**config.mk**
```make
export PLATFORM = sky130hd
export DESIGN_NAME = zorro_slave_ctrl
export DESIGN_NICKNAME = d
export VERILOG_FILES = /design/src/rtl/zorro_slave_ctrl.sv
export SDC_FILE = /design/constraint.sdc
export NUM_CORES = 1
export LEC_CHECK = 0
export ABC_AREA = 1
export BUFFER_PORTS_ARGS = -buffer_cell sky130_fd_sc_hd__buf_2
export CAP_MARGIN = 20
export CORE_MARGIN = 4
export CORE_UTILIZATION = 40
export CTS_BUF_LIST = sky130_fd_sc_hd__clkbuf_8 sky130_fd_sc_hd__clkbuf_16
export CTS_CLUSTER_DIAMETER = 60
export DETAILED_ROUTE_END_ITERATION = 10
export SLEW_MARGIN = 10
export SYNTH_ARGS = -nofsm -noshare
export SYNTH_HDL_FRONTEND = slang
export SYNTH_SLANG_ARGS = --single-unit
```
**constraint.sdc**
```tcl
create_clock -name CLK -period 1.4 [get_ports CLK]
set_input_delay 0 -clock CLK [delete_from_list [all_inputs] [get_ports CLK]]
set_output_delay 0 -clock CLK [all_outputs]
set_load 0.03 [all_outputs]
```
**src/rtl/zorro_slave_ctrl.sv**
```systemverilog
// Zorro III slave-cycle sequencer: qualifies host accesses and drives SLAVE_n, LOCAL_CS_n and DTACK.
// Define ZORRO_MTCR_EN to allow multiple transfers (MTCR_n bursts) under one FCS_n cycle.
module zorro_slave_ctrl #(
    parameter int WAIT_STATES = 2,
    parameter int TIMEOUT     = 64
) (
    input  logic       CLK,
    input  logic       RESET_n,
    input  logic       FCS_n,
    input  logic [3:0] DS_n,
    input  logic       READ,
    input  logic       DOE,
    input  logic       MATCH,
    input  logic       MYBUS_n,
    input  logic       MTCR_n,
    input  logic       LOCAL_ACK_n,
    output logic       SLAVE_n,
    output logic       LOCAL_CS_n,
    output logic       DTACK_n,
    output logic       DTACK_OE,
    output logic       TIMEOUT_ERR
);

    localparam logic [3:0] WAIT_LOAD = 4'(WAIT_STATES);
    localparam logic [7:0] TO_LOAD   = 8'(TIMEOUT - 1);

    typedef enum logic [2:0] {
        IDLE,
        IGNORE,
        SELECT,
        ACCESS,
        ACK,
        RELEASE,
        MWAIT
    } state_t;

    state_t     state;
    state_t     state_nxt;
    logic [3:0] wait_cnt;
    logic [3:0] wait_cnt_nxt;
    logic [7:0] to_cnt;
    logic [7:0] to_cnt_nxt;
    logic       to_hit;
    logic       to_hit_q;
    logic       strobe;
    logic       access_go;
    logic       ack_ok;
    logic [7:0] to_dec;

    assign strobe    = (DS_n != 4'hF);
    // Reads wait for DOE so the local device only drives once the host has turned the bus.
    assign access_go = strobe && (!READ || DOE);
    assign ack_ok    = (wait_cnt == 4'd0) && !LOCAL_ACK_n;
    assign to_dec    = (to_cnt == 8'd0) ? 8'd0 : to_cnt - 8'd1;

`ifndef ZORRO_MTCR_EN
    logic unused_mtcr;
    assign unused_mtcr = MTCR_n;
`endif

    always_comb begin
        state_nxt    = state;
        wait_cnt_nxt = wait_cnt;
        to_cnt_nxt   = to_cnt;
        to_hit       = 1'b0;
        case (state)
            IDLE: begin
                if (!FCS_n) begin
                    if (MATCH && MYBUS_n) begin
                        state_nxt  = SELECT;
                        to_cnt_nxt = TO_LOAD;
                    end else begin
                        state_nxt = IGNORE;
                    end
                end
            end
            IGNORE: begin
                if (FCS_n)
                    state_nxt = IDLE;
            end
            SELECT: begin
                to_cnt_nxt = to_dec;
                if (FCS_n) begin
                    state_nxt = IDLE;
                end else if (to_cnt == 8'd0) begin
                    state_nxt = ACK;
                    to_hit    = 1'b1;
                end else if (access_go) begin
                    state_nxt    = ACCESS;
                    wait_cnt_nxt = WAIT_LOAD;
                end
            end
            ACCESS: begin
                to_cnt_nxt = to_dec;
                if (wait_cnt != 4'd0)
                    wait_cnt_nxt = wait_cnt - 4'd1;
                // A real ack on the timeout cycle takes precedence over the forced one.
                if (FCS_n) begin
                    state_nxt = IDLE;
                end else if (ack_ok) begin
                    state_nxt = ACK;
                end else if (to_cnt == 8'd0) begin
                    state_nxt = ACK;
                    to_hit    = 1'b1;
                end
            end
            ACK: begin
                if (FCS_n)
                    state_nxt = RELEASE;
`ifdef ZORRO_MTCR_EN
                else if (!strobe && MTCR_n)
                    state_nxt = MWAIT;
`endif
            end
            RELEASE: begin
                state_nxt = IDLE;
            end
`ifdef ZORRO_MTCR_EN
            MWAIT: begin
                if (FCS_n) begin
                    state_nxt = RELEASE;
                end else if (!MTCR_n && strobe) begin
                    state_nxt    = ACCESS;
                    wait_cnt_nxt = WAIT_LOAD;
                    to_cnt_nxt   = TO_LOAD;
                end
            end
`endif
            default: begin
                state_nxt = IDLE;
            end
        endcase
    end

    // Outputs are decoded from the registered state one clock later, so every pad is glitch-free.
    always_ff @(posedge CLK or negedge RESET_n) begin
        if (!RESET_n) begin
            state       <= IDLE;
            wait_cnt    <= 4'd0;
            to_cnt      <= 8'd0;
            to_hit_q    <= 1'b0;
            SLAVE_n     <= 1'b1;
            LOCAL_CS_n  <= 1'b1;
            DTACK_n     <= 1'b1;
            DTACK_OE    <= 1'b0;
            TIMEOUT_ERR <= 1'b0;
        end else begin
            state       <= state_nxt;
            wait_cnt    <= wait_cnt_nxt;
            to_cnt      <= to_cnt_nxt;
            to_hit_q    <= to_hit;
            SLAVE_n     <= !(state inside {SELECT, ACCESS, ACK, MWAIT});
            LOCAL_CS_n  <= (state != ACCESS);
            DTACK_n     <= (state != ACK);
            DTACK_OE    <= (state inside {ACK, RELEASE, MWAIT});
            TIMEOUT_ERR <= to_hit_q;
        end
    end

endmodule

```
# After elaboration in Yosys (flattened, before gate mapping)
# Index checks and enable logic that the tools add are counted.
# W data, S select, Z words.
dict set report totals {
  register_bits 21
  input_bits 13
  output_inout_bits 5
  wordCells 74
}
dict set report op_classes {
  addsub 2
  eq_ne 19
  n_mux 25
  reduce_logical 19
}
# op n
set ops {}
lappend ops {{$mux W3} 9}
lappend ops {{$mux W8} 3}
lappend ops {{$mux W4} 4}
lappend ops {{$ne A2 B2 Y1 const B} 8}
lappend ops {{$pmux W8 S2} 1}
lappend ops {{$pmux W3 S5} 1}
lappend ops {{$ne A4 B4 Y1 const B} 3}
lappend ops {{$reduce_and A5 Y1} 2}
lappend ops {{$eq A3 B3 Y1 const B} 3}
lappend ops {{$logic_not A8 Y1} 1}
lappend ops {{$pmux W4 S2} 1}
lappend ops {{$reduce_bool A4 Y1} 2}
lappend ops {{$sub A8 B1 Y8 const B} 1}
lappend ops {{$eq A3 B2 Y1 const B} 2}
lappend ops {{$logic_not A4 Y1} 1}
lappend ops {{$mux W1} 4}
lappend ops {{$reduce_bool A2 Y1} 2}
lappend ops {{$sub A4 B1 Y4 const B} 1}
lappend ops {{$eq A3 B1 Y1 const B} 1}
lappend ops {{$logic_and A1 B1 Y1} 3}
lappend ops {{$logic_not A1 Y1} 3}
lappend ops {{$logic_not A3 Y1} 1}
lappend ops {{$ne A3 B2 Y1 const B} 1}
lappend ops {{$ne A3 B3 Y1 const B} 1}
lappend ops {{6 further kinds} 6}

# Longest topological paths before layout
dict set report logic_depth {
  ltp_word 7
  mapped_depth 9
  depth_no_buf 9
}

# Worst setup path before layout
# No wires, ideal clock.
dict set report synth_path {
  path_kind {register to register}
  startpoint {register to_cnt[0]}
  endpoint {register wait_cnt[0]}
  setup_time_ns 0.117
  arrival_time_ns 1.187
  t_required_ns 1.283
  path_slack_ns 0.096
  stages_incl_launch_ff 10
  n_path_buf 0
  synth_period_minus_slack_ns 1.304
  path_cell_list {dfrtp_1 > inv_1 > ha_1 > nand3_1 > inv_1 > nand2_2 > nand3_1 > nand2_2 > nand3_1 > nand2_1}
}
dict set report synth_between {
  elab_chain_len 3
}
# element line_no
set synth_lines {}
lappend synth_lines {{start, declared} 41} ;# logic [7:0] to_cnt;
lappend synth_lines {{start signal, assigned} 150} ;# to_cnt <= to_cnt_nxt;
lappend synth_lines {{$logic_not A8 Y1} 85} ;# end else if (to_cnt == 8'd0) begin
lappend synth_lines {{$ne A2 B2 Y1 (no source line)} --}
lappend synth_lines {{$reduce_and A5 Y1 (no source line)} --}
lappend synth_lines {{end signal, assigned} 149} ;# wait_cnt <= wait_cnt_nxt;
lappend synth_lines {{end, declared} 39} ;# logic [3:0] wait_cnt;
# No other way between the ends.
# A chain may end at the register's enable or synchronous reset.

# Worst setup path after layout
dict set report layout_path {
  startpoint {register state[1]}
  endpoint {register to_cnt[4]}
}
dict set report layout_between {
  elab_chain_len 4
  word_cells_on_any_way 9
  classes_between {eq/ne: 4; mux: 1; reduce/logical: 4}
}
# element line_no
set layout_lines {}
lappend layout_lines {{start, declared} 37} ;# state_t state;
lappend layout_lines {{start signal, assigned} 148} ;# state <= state_nxt;
lappend layout_lines {{$eq A3 B2 Y1} 66} ;# case (state)
lappend layout_lines {{$reduce_or A2 Y1 (no source line)} --}
lappend layout_lines {{$reduce_bool A2 Y1 (no source line)} --}
lappend layout_lines {{$reduce_and A3 Y1 (no source line)} --}
# Several ways; a longest one is shown, not always the timed one.

==> results.py <==
metrics = {
    "worst_setup_path": {
        "cpLargestDelayFamily": "flip-flops",
        "crit_required_ns": 1.59,
        "reg2reg_depth": 8,
        "cp.arrival_ns": 1.53,
        "regToRegEndpoint": "to_cnt[4]",
        "cp_common_cell": "nor2_1",
        "cp.depth": 8,
        "startpoint_type": "flop",
        "crit_path_start": "state[1]",
        "crit_end": "to_cnt[4]",
        "path_class": "reg2reg",
        "rr_startpoint": "state[1]",
        "slowest_stage": "dfrtp_2",
        "cp_cell_sequence": "inv_2 -> nand2_2 -> nor2_1 -> nand2_1 -> o21ai_4 -> buf_4 -> nor2_1 -> a21oi_1",
        "r2r_setup_slack_ns": 0.06,
        "critPathMaxStageDelay_ns": 0.45,
        "path_buf_inv": 2,
        "cp_max_fo": 5,
        "end_kind": "flop",
    },
    "finish": {
        "instances_no_fill": 247,
        "drive_above_1_share_pct": 36.5,
        "fin_nets": 220,
        "area_growth_pct": 28.3,
        "final_util_pct": 53.8,
        "nFillCells": 302,
        "design_area_um2": 1640,
        "diodes": 0,
    },
    "synth": {
        "synth.avg_cell_area_um2": 7.66,
        "ys_warn_count": 0,
        "post-synth-top-count-cell": "nand2_1",
        "syn_inst": 167,
        "yosys.area.top_type": "dfrtp_1",
        "async_reset_ff_share_pct": 100,
        "ys_seq_area_share_pct": 41.3,
        "netlist_area_um2": 1280,
        "netlist-cell-type-count": 22,
        "synth_area_leaders": "dfrtp_1, nand2_1, nand3_1",
        "ys_seq_elements": 21,
        "synth_top_area_share_pct": 35.2,
        "synth_ff_type": "dfrtp_1",
        "synth-edff-count": 0,
        "syn-num-nets": 183,
        "synth_common_cells": "nand2_1, inv_1, nand3_1",
    },
    "routing": {
        "drt_iter0_markers": 45,
        "drtPass1Iterations": 4,
        "vias_per_cell": 4.70,
        "drtAntennaViolNets": 0,
        "drc_errors": 0,
        "drt-total-wl_um": 2670,
        "num_vias": 1162,
        "post_drt_wl_per_cell_um": 10.8,
    },
    "power": {
        "p_leak_nw": 0.828,
        "powerDensity_nw_per_um2": 1630,
        "ir_drop_v": 0.000742,
        "p_total_mw": 2.67,
    },
    "global_routing": {
        "grt_use_total_pct": 13.5,
        "grt_pass1_vias": 1063,
        "grt_pass1_wl_um": 4470,
        "grt_max_degree": 22,
        "overflow": 0,
        "antenna_found_initial": 0,
    },
    "timing": {
        "finalClockSkew_ns": 0.00756,
        "finalSetupViolCount": 0,
        "clock.fmax_mhz": 747,
        "worst_slew_pin_slew_ns": 0.472,
        "rsz0062_at_grt": "true",
        "drv_slew": 0,
        "final-hold-violation-count": 0,
        "period_needed_ns": 1.34,
        "fin_crit_sh_pct": 95.6,
        "max-slew-margin-rel_pct": 68.6,
        "hold_ws_ns": 0.0431,
    },
    "die": {
        "initial_utilization_pct": 41.9,
        "rows": 20,
        "die_w_um": 64.6,
        "io_pins": 18,
        "die_h_um": 64.6,
        "coreArea_um2": 3050,
        "die_area_um2": 4170,
    },
    "cts": {
        "cts_sinks": 21,
        "cts_max_level": 1,
        "worstSkewPairLatency_ns": 0.26,
        "cts_buffers": 3,
        "clk_pin_slew_worst_paths_ns": 0.08,
        "cts_tree": "yes",
        "clock_path_buffers": 2,
        "root_buffer": "clkbuf_8",
    },
    "min_path": {
        "hp-class": "in2reg",
    },
    "flow_run": {
        "cap_violations": 0,
    },
    "placement": {
        "post_dp_cell_area_um2": 1460,
        "port_buffers": 16,
        "place_congestion": 0.771,
        "dpl.hpwl_um": 1920,
        "placed_cells": 233,
    },
    "run_status": {
        "outcome": "complete, no violations",
    },
}
## metal layers
| metal | GRT usage, % | vias to the layer above | part of all wire (%) |
|---|---|---|---|
| met2 | 23.3 | 12 | 51 |
| met1 | 17.0 | 544 | 46 |
| li1 | - | 604 | - |
| met4 | 3.96 | 0 | 0.41 |
| met3 | 2.77 | 2 | 2.9 |
| met5 | 0 | - | 0 |
## kinds of logic (layout without fill, tap and decap cells)
group	Yosys count	count (layout)	synth area share (%)
buf+inv	28	64	8.21
simple gates	92	92	36.7
compound gates	20	20	8.80
flops	21	21	41.3
fa+ha+maj	3	3	2.93
xor+xnor	3	3	2.05
## worst min-delay path by stage
stage	end	depth (start not counted)	slack, ns	startpoint
after detailed placement	to_cnt[2]	1	-0.008	RESET_n
after global placement	to_cnt[2]	1	-0.01	RESET_n
after floorplan	DTACK_OE	0	-0.30	RESET_n
after global routing	to_hit_q	2	0.06	FCS_n
after CTS	to_hit_q	2	0.005	FCS_n
final	to_hit_q	2	0.04	FCS_n
## power breakdown
| group | switching, mW | internal, mW | leakage, nW |
|---|---|---|---|
| Combinational | 0.763 | 0.570 | 0.557 |
| Sequential | 0.139 | 0.795 | 0.249 |
| Clock | 0.204 | 0.201 | 0.0217 |
## layout make-up
| type | count | area, µm² | share of cell area (%) |
|---|---|---|---|
| multi-input combinational | 118 | 696 | 42.3 |
| sequential | 21 | 532 | 32.4 |
| timing repair buffer | 32 | 206 | 12.6 |
| inverter | 28 | 105 | 6.40 |
| tap | 44 | 55.1 | 3.35 |
| clock buffer | 3 | 41.3 | 2.51 |
| clock inverter | 1 | 7.51 | 0.457 |
## flip-flops by register name, summed over array words and instances, names as in the netlist
| register | count |
|---|---|
| to_cnt | 8 |
| DTACK_OE | 1 |
| DTACK_n | 1 |
| to_hit_q | 1 |
| wait_cnt | 4 |
| state | 3 |
| LOCAL_CS_n | 1 |
| TIMEOUT_ERR | 1 |
| SLAVE_n | 1 |
## what timing repair did
item,in CTS,in global routing
gates resized for setup,0,18
hold endpoints to repair,18,0
hold buffers,1,0
buffers inserted,0,9
endpoints found under the setup margin,0,16
## placed cells by master, fill, tap and decap left out, types with 5 or more instances in the layout
cell type   n
a21oi_1     5
buf_2      16
buf_4      14
dfrtp_1    16
inv_1      22
inv_2       6
nand2_1    35
nand2_2    10
nand3_1    17
nor2_1     13
o21ai_0    10
## through the flow
step / setup WS, ns / TNS (ns)
6_report: 0.0612 / 0
4_1_cts: 0.00591 / 0
3_3_place_gp: 0.0594 / 0
3_5_place_dp: 0.0217 / 0
5_1_grt: -0.0321 / -0.162
2_1_floorplan: 0.0961 / 0
No activity file was read; power rests on OpenSTA's default activity.
